File: config.mk
export PLATFORM = sky130hd
export DESIGN_NAME = hazard_scoreboard
export DESIGN_NICKNAME = d
export VERILOG_FILES = /design/src/rtl/core_hazard_pkg.sv /design/src/rtl/hazard_sb_tracker.sv /design/src/rtl/hazard_scoreboard.sv
export SDC_FILE = /design/constraint.sdc
export NUM_CORES = 1
export LEC_CHECK = 0
export ABC_CLOCK_PERIOD_IN_PS = 2600
export CORE_UTILIZATION = 28
export DETAILED_ROUTE_END_ITERATION = 8
export PLACE_DENSITY = 0.95
export SLEW_MARGIN = 20
export SYNTH_ARGS = -nofsm -noshare
export SYNTH_HDL_FRONTEND = slang
export SYNTH_SLANG_ARGS = --single-unit
File: constraint.sdc
create_clock -name clk -period 2.6 [get_ports clk]
set_input_delay 0.52 -clock clk [delete_from_list [all_inputs] [get_ports clk]]
set_output_delay 0.52 -clock clk [all_outputs]
set_load 0.01 [all_outputs]
File: src/rtl/core_hazard_pkg.sv
// Shared hazard-unit types: forward-select encoding and register-index defaults.
// Imported by hazard_sb_tracker and hazard_scoreboard.
package core_hazard_pkg;

    typedef enum logic [1:0] {
        FWD_RF = 2'b00,
        FWD_W  = 2'b01,
        FWD_M  = 2'b10
    } fwd_sel_e;

    localparam int NUM_REGS_DEF = 32;
    localparam int REG_AW_DEF   = $clog2(NUM_REGS_DEF);

    // M is the younger producer, so it wins over W.
    function automatic fwd_sel_e fwd_pick(
        input logic hit_m,
        input logic hit_w
    );
        if (hit_m) begin
            return FWD_M;
        end
        if (hit_w) begin
            return FWD_W;
        end
        return FWD_RF;
    endfunction

endpackage

File: src/rtl/hazard_sb_tracker.sv
// Long-latency op tracker: in-flight counter plus (optionally) a per-register
// pending vector; produces sb_stall for D and full_stall for E.
// Ports: clk, rst_n (async low); D sources/dest; E issue + rd_e; lu_done/_rd;
// outputs sb_stall, full_stall, lu_busy.
// Macro HAZARD_SCOREBOARD_EN: per-register tracking; undefined -> one op max,
// any outstanding op stalls D.
module hazard_sb_tracker
    import core_hazard_pkg::*;
#(
    parameter int NUM_REGS = NUM_REGS_DEF,
    parameter int REG_AW   = $clog2(NUM_REGS),
    parameter int MAX_OUT  = 4
) (
    input  logic              clk,
    input  logic              rst_n,
    input  logic [REG_AW-1:0] rs1_d,
    input  logic [REG_AW-1:0] rs2_d,
    input  logic [REG_AW-1:0] rd_d,
    input  logic              regwrite_d,
    input  logic              lu_issue_e,
    input  logic [REG_AW-1:0] rd_e,
    input  logic              lu_done,
    input  logic [REG_AW-1:0] lu_done_rd,
    output logic              sb_stall,
    output logic              full_stall,
    output logic              lu_busy
);

`ifdef HAZARD_SCOREBOARD_EN
    localparam int MO = MAX_OUT;
`else
    localparam int MO = (MAX_OUT > 1) ? 1 : MAX_OUT;
`endif
    localparam int CW = $clog2(MO + 1);

    logic [CW-1:0] count_q;
    logic [CW-1:0] count_d;
    logic          issue_ok;
    logic          done_ok;

    // A completion in the same cycle frees a slot for the new issue.
    assign full_stall = lu_issue_e && (count_q == CW'(MO)) && !lu_done;
    assign issue_ok   = lu_issue_e && !full_stall;
    // Stale completions (e.g. after a mid-op reset) never underflow.
    assign done_ok    = lu_done && (count_q != '0);
    assign lu_busy    = (count_q != '0);

    always_comb begin
        count_d = count_q;
        if (issue_ok && !done_ok) begin
            count_d = count_q + CW'(1);
        end else if (!issue_ok && done_ok) begin
            count_d = count_q - CW'(1);
        end
    end

    always_ff @(posedge clk or negedge rst_n) begin
        if (!rst_n) begin
            count_q <= '0;
        end else begin
            count_q <= count_d;
        end
    end

`ifdef HAZARD_SCOREBOARD_EN
    logic [NUM_REGS-1:0] pending_q;
    logic [NUM_REGS-1:0] pending_d;

    // Clear first, then set, so a same-edge set of the same register wins.
    always_comb begin
        pending_d = pending_q;
        if (done_ok) begin
            pending_d[lu_done_rd] = 1'b0;
        end
        if (issue_ok && (rd_e != '0)) begin
            pending_d[rd_e] = 1'b1;
        end
        pending_d[0] = 1'b0;
    end

    always_ff @(posedge clk or negedge rst_n) begin
        if (!rst_n) begin
            pending_q <= '0;
        end else begin
            pending_q <= pending_d;
        end
    end

    assign sb_stall = ((rs1_d != '0) && pending_q[rs1_d])
                    | ((rs2_d != '0) && pending_q[rs2_d])
                    | (regwrite_d && (rd_d != '0) && pending_q[rd_d]);
`else
    logic unused_sb_ins;
    assign unused_sb_ins = ^{rs1_d, rs2_d, rd_d, regwrite_d, rd_e, lu_done_rd};

    assign sb_stall = lu_busy;
`endif

endmodule

File: src/rtl/hazard_scoreboard.sv
// Hazard unit for the 5-stage core: E-stage forwarding, load-use stall,
// branch flush, and a long-latency scoreboard (hazard_sb_tracker).
// Ports: M/W/E/D register ids and write enables, load_e, pcsrc_e, lu_issue_e,
// lu_done/_rd in; forward_a_e/_b_e, stall_f/d/e, flush_d/e, lu_busy out.
// Macro HAZARD_SCOREBOARD_EN selects per-register tracking (see tracker).
module hazard_scoreboard
    import core_hazard_pkg::*;
#(
    parameter int NUM_REGS = NUM_REGS_DEF,
    parameter int REG_AW   = $clog2(NUM_REGS),
    parameter int MAX_OUT  = 4
) (
    input  logic              clk,
    input  logic              rst_n,
    input  logic              regwrite_m,
    input  logic              regwrite_w,
    input  logic [REG_AW-1:0] rd_m,
    input  logic [REG_AW-1:0] rd_w,
    input  logic [REG_AW-1:0] rd_e,
    input  logic [REG_AW-1:0] rd_d,
    input  logic              regwrite_d,
    input  logic              load_e,
    input  logic              pcsrc_e,
    input  logic [REG_AW-1:0] rs1_e,
    input  logic [REG_AW-1:0] rs2_e,
    input  logic [REG_AW-1:0] rs1_d,
    input  logic [REG_AW-1:0] rs2_d,
    input  logic              lu_issue_e,
    input  logic              lu_done,
    input  logic [REG_AW-1:0] lu_done_rd,
    output logic [1:0]        forward_a_e,
    output logic [1:0]        forward_b_e,
    output logic              stall_f,
    output logic              stall_d,
    output logic              stall_e,
    output logic              flush_d,
    output logic              flush_e,
    output logic              lu_busy
);

    logic     sb_stall;
    logic     full_stall;
    logic     lu_stall;
    logic     hold_fd;
    fwd_sel_e fwd_a;
    fwd_sel_e fwd_b;

    hazard_sb_tracker #(
        .NUM_REGS (NUM_REGS),
        .REG_AW   (REG_AW),
        .MAX_OUT  (MAX_OUT)
    ) u_tracker (
        .clk        (clk),
        .rst_n      (rst_n),
        .rs1_d      (rs1_d),
        .rs2_d      (rs2_d),
        .rd_d       (rd_d),
        .regwrite_d (regwrite_d),
        .lu_issue_e (lu_issue_e),
        .rd_e       (rd_e),
        .lu_done    (lu_done),
        .lu_done_rd (lu_done_rd),
        .sb_stall   (sb_stall),
        .full_stall (full_stall),
        .lu_busy    (lu_busy)
    );

    always_comb begin
        fwd_a = fwd_pick(
            regwrite_m && (rs1_e == rd_m) && (rs1_e != '0),
            regwrite_w && (rs1_e == rd_w) && (rs1_e != '0));
        fwd_b = fwd_pick(
            regwrite_m && (rs2_e == rd_m) && (rs2_e != '0),
            regwrite_w && (rs2_e == rd_w) && (rs2_e != '0));
    end

    assign forward_a_e = fwd_a;
    assign forward_b_e = fwd_b;

    assign lu_stall = load_e && (rd_e != '0)
                    && ((rs1_d == rd_e) || (rs2_d == rd_e));

    // A taken branch kills F/D contents anyway, unless E itself is frozen.
    assign hold_fd = (lu_stall || sb_stall || full_stall)
                   && !(pcsrc_e && !full_stall);

    assign stall_f = hold_fd;
    assign stall_d = hold_fd;
    assign stall_e = full_stall;
    assign flush_d = pcsrc_e;
    // While E is held it must keep its instruction, so no bubble into E.
    assign flush_e = ((lu_stall || sb_stall) && !full_stall) || pcsrc_e;

endmodule
* Yosys cells after proc, flatten, opt, wreduce, memory -nomap -nowiden
Index checks and enable logic that the tools add are counted.
** Word-level totals
- Register bits :: 1
- Logic and storage cells :: 57
** Operators by class
- Reduce and logical (&&, ||, !) cells :: 32
- Muxes and demuxes :: 16
- $add $sub $neg :: 2
- Eq/ne operators :: 6
** Operator list (number)
- == test 5 bit :: 6
- logical AND 1 bit :: 19
- two-way mux 2 bit :: 8
- nonzero test 5 bit :: 3
- two-way mux 1 bit :: 8
- zero test 1 bit :: 5
- logical OR 1 bit :: 4
- nonzero test 2 bit :: 1
- adder 1 bit (second input constant) :: 1
- subtractor 1 bit (second input constant) :: 1

* Longest topological paths before layout
Gate-level depths: netlist of run 1.
- Depth after elaboration :: 8
- Depth in mapped cells :: 5

* By module
From an unflattened synthesis of run 1, not the netlist that was laid out.
** Second synthesis, totals
- Cell total of the unflattened synthesis :: 63
- Area, all modules :: 524.3 µm²
** Modules (own cells, without submodules)
- hazard_scoreboard :: area each 474.2 µm², cells each 58, times used 1
- hazard_sb_tracker :: area each 50.0 µm², cells each 5, times used 1

* Worst setup path before layout of run 1
No wires, ideal clock.
- Kind :: input port to output port
- From :: input rd_e[3]
- To :: output stall_f
- Path buffers :: 1
- Required time :: 2.080 ns
- Arrival time :: 1.597 ns
- Slack :: 0.483 ns
- Stages :: 5
- Cells stage by stage :: xor2_1 > nor3_1 > a22oi_1 > a221oi_1 > buf_4
** Between the ends
- Longest elaborated chain between the ends :: 6
** Ends and longest elaborated chain
- from (decl) :: line hazard_scoreboard.sv:19 : input logic [REG_AW-1:0] rd_e,
- == test 5 bit or nonzero test 5 bit (tied branches) :: line hazard_scoreboard.sv:81, hazard_scoreboard.sv:80
- logical OR 1 bit or logical AND 1 bit (tied branches) :: line hazard_scoreboard.sv:81, hazard_scoreboard.sv:80
- logical AND 1 bit (*) :: line hazard_scoreboard.sv:81 : && ((rs1_d == rd_e) || (rs2_d == rd_e));
- logical OR 1 bit (*) (2 in a row) :: line hazard_scoreboard.sv:84 : assign hold_fd = (lu_stall || sb_stall || full_stall)
- logical AND 1 bit (*) :: line hazard_scoreboard.sv:85 : && !(pcsrc_e && !full_stall);
- to (decl) :: line hazard_scoreboard.sv:33 : output logic stall_f,
Mark *: on every way between the ends. The rest lies on a longest branch, timed or not.

* Final worst setup path of run 1
- From :: input rd_m[0]
- To :: output forward_b_e[1]
** Between the ends
- Longest elaborated chain between the ends :: 5
** Ends and longest elaborated chain
- from (decl) :: line hazard_scoreboard.sv:17 : input logic [REG_AW-1:0] rd_m,
- == test 5 bit :: line hazard_scoreboard.sv:73 : regwrite_m && (rs2_e == rd_m) && (rs2_e != '0),
- logical AND 1 bit (2 in a row) :: line hazard_scoreboard.sv:73
- two-way mux 1 bit :: line core_hazard_pkg.sv:19 : if (hit_m) begin
- two-way mux 2 bit :: line core_hazard_pkg.sv:22 : if (hit_w) begin
- to (decl) :: line hazard_scoreboard.sv:32 : output logic [1:0] forward_b_e,
No other way between the ends.

==> results.sh, run 1 <==
export IMPL_track_usage=0.1901
export IMPL_synth_main_ff_cell="dfrtp_1"
export IMPL_seq_area_um2=25.02
export IMPL_relSlewSlack=0.8072
export IMPL_vias=708
export IMPL_wl_um=1987
export IMPL_largest_reg_flops=1
export IMPL_initial_utilization=0.3014
export IMPL_tns_ns=0
export IMPL_grt_pass1_wl_um=2891
export IMPL_synth_distinct_cells=20
export IMPL_r2r_end="u_tracker.lu_busy"
export IMPL_grt_max_degree=7
export IMPL_core_area_um2=1727
export IMPL_place_ws_ns=-0.4329
export IMPL_worstSetupEndpointType="primary output"
export IMPL_antenna_found_initial=0
export IMPL_power_leakage_nw=0.5055
export IMPL_gp_congestion=0.8903
export IMPL_ios=64
export IMPL_async_flop_share=1.000
export IMPL_antenna_cells=0
export IMPL_synth_top_area_frac=0.2692
export IMPL_critPathMaxStageDelay_ns=0.56
export IMPL_cap_violations=0
export IMPL_ys_warn_count=0
export IMPL_skew_ns=0
export IMPL_critPathKind="input pin to primary output"
export IMPL_grt_ovfl_total=0
export IMPL_firstDrtPassIters=1
export IMPL_synth_area_top_cells="xnor2_1 (27%), xor2_1 (24%), nor4_2 (9.6%), dfrtp_1 (4.8%), nand4_1 (4.8%)"
export IMPL_synth_edff_count=0
export IMPL_dp_hpwl_um=1722
export IMPL_synthCells=64
export IMPL_ir_drop_uv=75.53
export IMPL_cp_required_ns=2.08
export IMPL_die_y_um=45.12
export IMPL_ys_seq_area_frac=0.04808
export IMPL_via_per_inst=4.658
export IMPL_worstHoldStart="u_tracker.lu_busy"
export IMPL_fillers=136
export IMPL_hold_path_class="flop to flop"
export IMPL_drv_slew=0
export IMPL_synth_nets=118
export IMPL_clk_insertion_delay_late_ns=0
export IMPL_die_w_um=45.12
export IMPL_max_freq_mhz=394.3
export IMPL_p_per_area_nw_per_um2=167.5
export IMPL_reg2reg_slack_ns=1.88
export IMPL_min_path_cells=1
export IMPL_clk_pin_slew_ns=0
export IMPL_dieArea_um2=2035
export IMPL_portBuffers=52
export IMPL_synthToLayoutAreaGrowth_pct=124.0
export IMPL_rsz0062_at_grt="false"
export IMPL_period_share=0.9754
export IMPL_final_setup_worst_slack_ns=0.06399
export IMPL_ant_nets=0
export IMPL_drc_errors=0
export IMPL_cp_start_kind="input pin"
export IMPL_fin_crit_ns=2.536
export IMPL_cts_hold_buf=0
export IMPL_path_cells="clkdlybuf4s50_1 > xnor2_1 > nand4_1 > nor4_4 > dlygate4sd2_1"
export IMPL_rr_worst_depth=1
export IMPL_synth_seq_cells=1
export IMPL_setup_violations=0
export IMPL_wire_per_inst_um=13.07
export IMPL_syn_area_per_cell_um2=8.133
export IMPL_slowest_stage="clkdlybuf4s50_1"
export IMPL_nets=183
export IMPL_grt_pass1_vias=697
export IMPL_placementRows=15
export IMPL_synth_top_area_cell="xnor2_1"
export IMPL_cts_setup_buffers=0
export IMPL_worst_hold_path_endpoint="u_tracker.lu_busy"
export IMPL_outcome="finished clean"
export IMPL_drtIter0Drc=0
export IMPL_arrival_ns=2.02
export IMPL_critPathMaxFanout=2
export IMPL_layout_drive_gt1_share=0.2283
export IMPL_synth_area_um2=520.5
export IMPL_worstMarginPinSlew_ns=0.2868
export IMPL_finalHoldViolCount=0
export IMPL_multi_input_area_um2=499.2
export IMPL_worst_r2r_startpoint="u_tracker.lu_busy"
## layout by cell type, fill, tap and decap left out
master,Yosys,layout
a221oi_2,0,1
o21a_1,1,1
a22oi_2,0,1
a21oi_1,1,1
clkdlybuf4s50_1,0,34
nor2_1,3,3
dlymetal6s2s_1,0,5
nor2_4,2,2
a21o_1,1,1
nor4_4,0,1
nor4_2,4,3
clkbuf_2,0,1
or4_4,2,2
o21ai_0,1,1
xor2_1,14,14
nand2_1,3,3
nand4_1,4,4
nor3_2,0,2
xnor2_1,16,16
buf_4,2,13
buf_2,0,3
nand3_1,1,1
inv_1,3,3
dlygate4sd2_1,0,9
or4_1,1,1
dfrtp_1,1,1
## worst max path at each step
stage | to | slack, ns | start | depth (start not counted)
detailed placement | forward_a_e[0] | -0.43 | rs1_e[1] | 6
finish | forward_b_e[1] | 0.06 | rd_m[0] | 5
floorplan | stall_f | 0.48 | rd_e[3] | 5
CTS | forward_a_e[0] | -0.02 | rs1_e[1] | 6
global route | forward_b_e[1] | 0.02 | rd_m[0] | 5
global placement | forward_b_e[0] | -0.43 | rs2_e[3] | 6
## worst max-delay path: cells and delay by family
family / cells / cell delay, ns
buffers and inverters: 2 / 0.86
and+or+nand+nor: 2 / 0.49
xor gates and xnor gates: 1 / 0.14
## routing by layer
metal	share of wire	vias to the layer above	track usage
met5	0	-	0
met4	0.023	0	0.04242
met3	0.14	4	0.04000
met2	0.50	52	0.3971
met1	0.34	302	0.1831
li1	-	350	-
## area by class of cell
cell class / count / area share
inverters: 3 / 0.009657
multi-input cells: 58 / 0.4281
flip-flops and latches: 1 / 0.02146
well taps: 25 / 0.02682
repair buffers: 65 / 0.5139
## synthesized netlist by cell type (2+ instances only)
cell	instances
or4_4	2
buf_4	2
xnor2_1	16
nor3_1	2
nand2_1	3
nor2_4	2
nor2_1	3
inv_1	3
nor4_2	4
nand4_1	4
xor2_1	14
## power by group
| group | internal, mW | switching (mW) | leakage [nW] |
|---|---|---|---|
| logic | 0.107 | 0.0701 | 0.495 |
| registers | 0.0169 | 0.00184 | 0.0108 |
| clock network | 0 | 0 | 0 |
## per-stage QoR
stage / util / power [mW] / std cells / hold slack (ns) / instance area, um^2
after floorplan: - / 0.08018 / 64 / 0.2244 / 520.5
after global placement: 0.6688 / 0.1895 / 152 / 0.5601 / 1155
after detailed placement: 0.6688 / 0.1960 / 152 / 0.5942 / 1155
after CTS: 0.6659 / 0.1938 / 152 / 0.5919 / 1150
after global routing: 0.6754 / 0.2084 / 152 / 0.6294 / 1166
final: 0.6754 / 0.1953 / 152 / 0.5998 / 1166
## cells by family (layout without fill, tap and decap cells)
group / Yosys count / after routing / synth area share
xor+xnor: 30 / 30 / 0.5048
flops: 1 / 1 / 0.04807
compound gates: 6 / 6 / 0.07933
buf+inv: 5 / 68 / 0.05047
simple gates: 22 / 22 / 0.3173
## what timing repair did
item / 4_1_cts / 5_1_grt
gates resized for setup: 24 / 10
endpoints found under the setup margin: 7 / 5
pin swaps: 4 / 6
Power figures use the tool's default switching activity.
==> run 2: changes to the inputs <==
--- a/config.mk
+++ b/config.mk
@@ -6,9 +6,11 @@
 export NUM_CORES = 1
 export LEC_CHECK = 0
 export ABC_CLOCK_PERIOD_IN_PS = 2600
-export CORE_UTILIZATION = 28
+export CELL_PAD_IN_SITES_DETAIL_PLACEMENT = 2
+export CELL_PAD_IN_SITES_GLOBAL_PLACEMENT = 2
+export CORE_UTILIZATION = 12
 export DETAILED_ROUTE_END_ITERATION = 8
-export PLACE_DENSITY = 0.95
+export PLACE_DENSITY = 0.94
 export SLEW_MARGIN = 20
 export SYNTH_ARGS = -nofsm -noshare
 export SYNTH_HDL_FRONTEND = slang
==> results.sh, run 2 (synthesis results as in run 1) <==
export IMPL_outcome="finished clean"
export IMPL_largest_reg_flops=1
export IMPL_grt_pass1_wl_um=3636
export IMPL_firstDrtPassIters=2
export IMPL_hold_worst_slack_ns=0.6051
export IMPL_critPathLaunch="rd_e[1]"
export IMPL_tns_ns=0
export IMPL_rsz0062_at_grt="false"
export IMPL_clk_insertion_delay_late_ns=0
export IMPL_wirelength_met1_um=937
export IMPL_die_w_um=67.86
export IMPL_wl_um=2598
export IMPL_maxUsedRoutingLayer="met3"
export IMPL_gp_congestion=0.7559
export IMPL_final_util=0.3007
export IMPL_worstHoldStart="u_tracker.lu_busy"
export IMPL_placementRows=23
export IMPL_final_common_cell="clkdlybuf4s50_1"
export IMPL_power_mw=0.1982
export IMPL_stdcell_count=180
export IMPL_core_area_um2=4086
export IMPL_ant_nets=0
export IMPL_dr_wl_met2_um=1458
export IMPL_cp_start_kind="input pin"
export IMPL_skew_ns=0
export IMPL_via_per_inst=4.106
export IMPL_critPathMaxFanout=3
export IMPL_final_cell_mix="clkdlybuf4s50_1 (30), xnor2_1 (15), buf_4 (15)"
export IMPL_dp_cells=178
export IMPL_cp_required_ns=2.08
export IMPL_grt_max_degree=7
export IMPL_wire_per_inst_um=14.43
export IMPL_initial_utilization=0.1274
export IMPL_nets=186
export IMPL_p_per_area_nw_per_um2=161.3
export IMPL_ios=64
export IMPL_drtIter0Drc=5
export IMPL_drv_slew=0
export IMPL_grt_pass1_vias=827
export IMPL_antenna_cells=0
export IMPL_drc_errors=0
export IMPL_cap_violations=0
export IMPL_hold_path_class="flop to flop"
export IMPL_power_leakage_nw=0.5042
export IMPL_vias=739
export IMPL_cts_hold_buf=0
export IMPL_dp_hpwl_um=2283
export IMPL_period_share=0.9564
export IMPL_track_usage=0.1026
export IMPL_worstMarginPinSlew_ns=0.2992
export IMPL_setup_violations=0
export IMPL_arrival_ns=1.97
export IMPL_reg2reg_slack_ns=1.87
export IMPL_max_freq_mhz=402.2
export IMPL_fin_crit_ns=2.487
export IMPL_route_met3_wl_um=202
export IMPL_synthToLayoutAreaGrowth_pct=136.1
export IMPL_portBuffers=52
export IMPL_worstSetupEndpointType="primary output"
export IMPL_critPathKind="input pin to primary output"
export IMPL_grt_ovfl_total=0
export IMPL_dieArea_um2=4605
export IMPL_die_y_um=67.86
export IMPL_worst_r2r_startpoint="u_tracker.lu_busy"
export IMPL_ir_drop_uv=42.61
export IMPL_layout_drive_gt1_share=0.2538
export IMPL_antenna_found_initial=0
export IMPL_finalHoldViolCount=0
export IMPL_clk_pin_slew_ns=0
export IMPL_relSlewSlack=0.7990
-- run 2: cell count changes in the layout (fill, tap and decap cells not counted), moves of 2 or more --
cell / before / now
dlygate4sd2_1: 9 / 13
buf_4: 13 / 15
nor4_2: 3 / 1
dlymetal6s2s_1: 5 / 2
buf_6: 0 / 2
clkdlybuf4s50_1: 34 / 30
nor4_4: 1 / 3
-- run 2: metrics by stage --
| stage | worst slack, ns | area (um^2) |
|---|---|---|
| 2_1_floorplan | 0.4833 | 520.5 |
| 3_3_place_gp | -0.4102 | 1194 |
| 3_5_place_dp | -0.5113 | 1194 |
| 4_1_cts | 0.0003029 | 1206 |
| 5_1_grt | 0.02809 | 1229 |
| 6_report | 0.1134 | 1229 |
-- run 2: power by group --
group	switching, mW	leakage (nW)	internal [mW]	total [mW]
Clock	0	0	0	0
Combinational	0.0739	0.493	0.106	0.180
Sequential	0.00177	0.0108	0.0169	0.0187
Total	0.0757	0.504	0.122	0.198
-- run 2: final timing paths --
| kind | endpoint | depth (start not counted) |
|---|---|---|
| max | flush_e | 6 |
| min | u_tracker.lu_busy | 1 |
| max reg2reg | u_tracker.lu_busy | 1 |
| min reg2reg | u_tracker.lu_busy | 1 |
| max in group asynchronous | u_tracker.lu_busy | 1 |
| min in group asynchronous | u_tracker.lu_busy | 1 |
-- run 2: layer usage --
metal | vias to the layer above | track usage
li1 | 354 | -
met1 | 345 | 0.09961
met2 | 40 | 0.2351
met3 | 0 | 0.008333
met4 | 0 | 0
met5 | - | 0
-- run 2: layout make-up --
class | instances | area [um^2]
Sequential cell | 1 | 25.02
Tap cell | 50 | 62.56
Timing Repair Buffer | 68 | 615.6
Multi-Input combinational cell | 58 | 514.2
Fill cell | 480 | 2858
Inverter | 3 | 11.26
-- run 2: what timing repair did --
action                                  in CTS  in global routing
setup buffers                                2                  1
endpoints found under the setup margin       7                  7
endpoints found under the hold margin        0                  0
pin swaps                                    6                  9
resized for setup                           34                 12
-- run 2: worst max-delay path: stages --
cell	delay, ns
dlygate4sd2_1	0.27
or4_1	0.54
o21a_1	0.20
nand2_1	0.07
o21ai_1	0.07
dlygate4sd2_1	0.30
==> run 3: changes to the inputs <==
--- a/config.mk
+++ b/config.mk
@@ -11,7 +11,6 @@
 export CORE_UTILIZATION = 12
 export DETAILED_ROUTE_END_ITERATION = 8
 export PLACE_DENSITY = 0.94
-export SLEW_MARGIN = 20
 export SYNTH_ARGS = -nofsm -noshare
 export SYNTH_HDL_FRONTEND = slang
 export SYNTH_SLANG_ARGS = --single-unit
==> constraint.sdc (replaced) <==
create_clock -name clk -period 2.6 [get_ports clk]
set_input_delay 0.52 -clock clk [delete_from_list [all_inputs] [get_ports clk]]
set_output_delay 0.52 -clock clk [all_outputs]
set_load 0.005 [all_outputs]
==> results.sh, run 3 (synthesis results as in run 1) <==
export IMPL_dieArea_um2=4605
export IMPL_vias=737
export IMPL_largest_reg_flops=1
export IMPL_stdcell_count=183
export IMPL_final_cell_mix="clkdlybuf4s50_1 (29), dlygate4sd2_1 (21), buf_4 (16)"
export IMPL_ir_drop_uv=46.33
export IMPL_p_sw_mw=0.07177
export IMPL_placementRows=23
export IMPL_synthToLayoutAreaGrowth_pct=141.6
export IMPL_die_w_um=67.86
export IMPL_wire_per_inst_um=14.27
export IMPL_critPathMaxFanout=2
export IMPL_dp_cells=178
export IMPL_path_cells="dlygate4sd2_1 > or4_4 > nor2_4 > nor4_4 > buf_4 > nor4_4 > buf_2"
export IMPL_p_clk_frac=0
export IMPL_hold_path_class="flop to flop"
export IMPL_layout_drive_gt1_share=0.2556
export IMPL_critPathMostFrequentCell="nor4_4"
export IMPL_nets=189
export IMPL_period_share=0.9833
export IMPL_grt_max_degree=7
export IMPL_dp_hpwl_um=2339
export IMPL_p_comb_frac=0.905
export IMPL_cp_start_kind="input pin"
export IMPL_rr_worst_depth=1
export IMPL_worst_hold_path_endpoint="u_tracker.lu_busy"
export IMPL_pwr_share_seq=0.095
export IMPL_core_area_um2=4086
export IMPL_setup_violations=0
export IMPL_skew_ns=0
export IMPL_drtIter0Drc=5
export IMPL_final_common_cell="clkdlybuf4s50_1"
export IMPL_worstMarginPinSlew_ns=0.2861
export IMPL_relSlewSlack=0.8093
export IMPL_initial_utilization=0.1274
export IMPL_p_per_area_nw_per_um2=156.2
export IMPL_die_y_um=67.86
export IMPL_worstHoldStart="u_tracker.lu_busy"
export IMPL_arrival_ns=2.04
export IMPL_track_usage=0.1112
export IMPL_slowest_stage="or4_4"
export IMPL_grt_pass1_wl_um=3905
export IMPL_min_path_cells=1
export IMPL_gp_congestion=0.7555
export IMPL_clk_pin_slew_ns=0
export IMPL_grt_pass1_vias=848
export IMPL_r2r_end="u_tracker.lu_busy"
export IMPL_antenna_found_initial=0
export IMPL_worstSetupEndpointType="primary output"
export IMPL_drc_errors=0
export IMPL_cap_violations=0
export IMPL_place_ws_ns=-0.4699
export IMPL_crit_family="simple AND/OR/NAND/NOR gates"
export IMPL_cts_hold_buf=0
export IMPL_power_leakage_nw=0.5304
export IMPL_ant_nets=0
export IMPL_max_freq_mhz=391.1
export IMPL_crit_buf_inv=3
export IMPL_portBuffers=52
export IMPL_power_mw=0.1965
export IMPL_p_sw_frac=0.3653
export IMPL_firstDrtPassIters=2
export IMPL_cp_required_ns=2.08
export IMPL_rsz0062_at_grt="true"
export IMPL_outcome="finished clean"
export IMPL_clk_insertion_delay_late_ns=0
export IMPL_ios=64
export IMPL_wl_um=2611
export IMPL_reg2reg_slack_ns=1.88
export IMPL_drv_slew=0
export IMPL_worst_r2r_startpoint="u_tracker.lu_busy"
export IMPL_fillers=469
export IMPL_final_setup_worst_slack_ns=0.04334
export IMPL_via_per_inst=4.027
export IMPL_finalHoldViolCount=0
export IMPL_grt_ovfl_total=0
export IMPL_critPathMaxStageDelay_ns=0.55
export IMPL_antenna_cells=0
export IMPL_critPathKind="input pin to primary output"
export IMPL_fin_crit_ns=2.557
export IMPL_p_int_mw=0.1247
run 3: cell types whose count changed in the layout (fill, tap and decap cells not counted), sizes merged:
| cell | delta |
|---|---|
| dlygate4sd2 | +8 |
| buf | +2 |
| clkbuf | -2 |
| clkdlybuf4s15 | -2 |
| dlymetal6s2s | -2 |
| clkdlybuf4s50 | -1 |
run 3: final cells by class:
cell class	count	area (um^2)	share of cell area
Inverter	3	11.26	0.008955
Multi-Input combinational cell	58	520.5	0.4139
Sequential cell	1	25.02	0.01990
Tap cell	50	62.56	0.04975
Timing Repair Buffer	71	638.1	0.5075
run 3: routing by layer:
| layer | global-route usage | vias up | share of wire |
|---|---|---|---|
| met5 | 0 | - | 0 |
| met2 | 0.2550 | 40 | 0.56 |
| li1 | - | 363 | - |
| met3 | 0.01333 | 0 | 0.092 |
| met4 | 0 | 0 | 0 |
| met1 | 0.1054 | 334 | 0.35 |
run 3: worst max path at each step:
| stage | endpoint | startpoint | depth (start not counted) |
|---|---|---|---|
| final | forward_a_e[0] | rs1_e[3] | 7 |
| after global routing | forward_a_e[0] | rs1_e[3] | 7 |
| after CTS | forward_a_e[1] | rd_m[3] | 6 |
| after detailed placement | forward_a_e[0] | rs1_e[1] | 6 |
| after global placement | forward_a_e[0] | rs1_e[1] | 6 |
| after floorplan | stall_f | rd_e[1] | 5 |
run 3: timing repair:
item | 4_1_cts | 5_1_grt
gates resized for setup | 40 | 0
setup endpoints to repair | 7 | 5
buffers inserted | 4 | 1
cloned | 0 | 0
pin swaps | 9 | 4
run 3: metrics by stage:
stage                       util  cell area (um^2)  TNS (ns)  hold WS [ns]
after floorplan                -             520.5         0        0.2244
after global placement    0.2921              1194    -1.955        0.5589
after detailed placement  0.2921              1194    -2.537        0.6054
after CTS                 0.3059              1250         0        0.6067
after global routing      0.3077              1257  -0.02264        0.6419
final                     0.3077              1257         0        0.5966
run 3: power by group through the flow:
stage	clock [mW]	combinational, mW	sequential, mW
after floorplan	0	0.0586	0.0183
after global placement	0	0.170	0.0184
after detailed placement	0	0.178	0.0186
after CTS	0	0.180	0.0186
after global routing	0	0.193	0.0189
final	0	0.178	0.0186
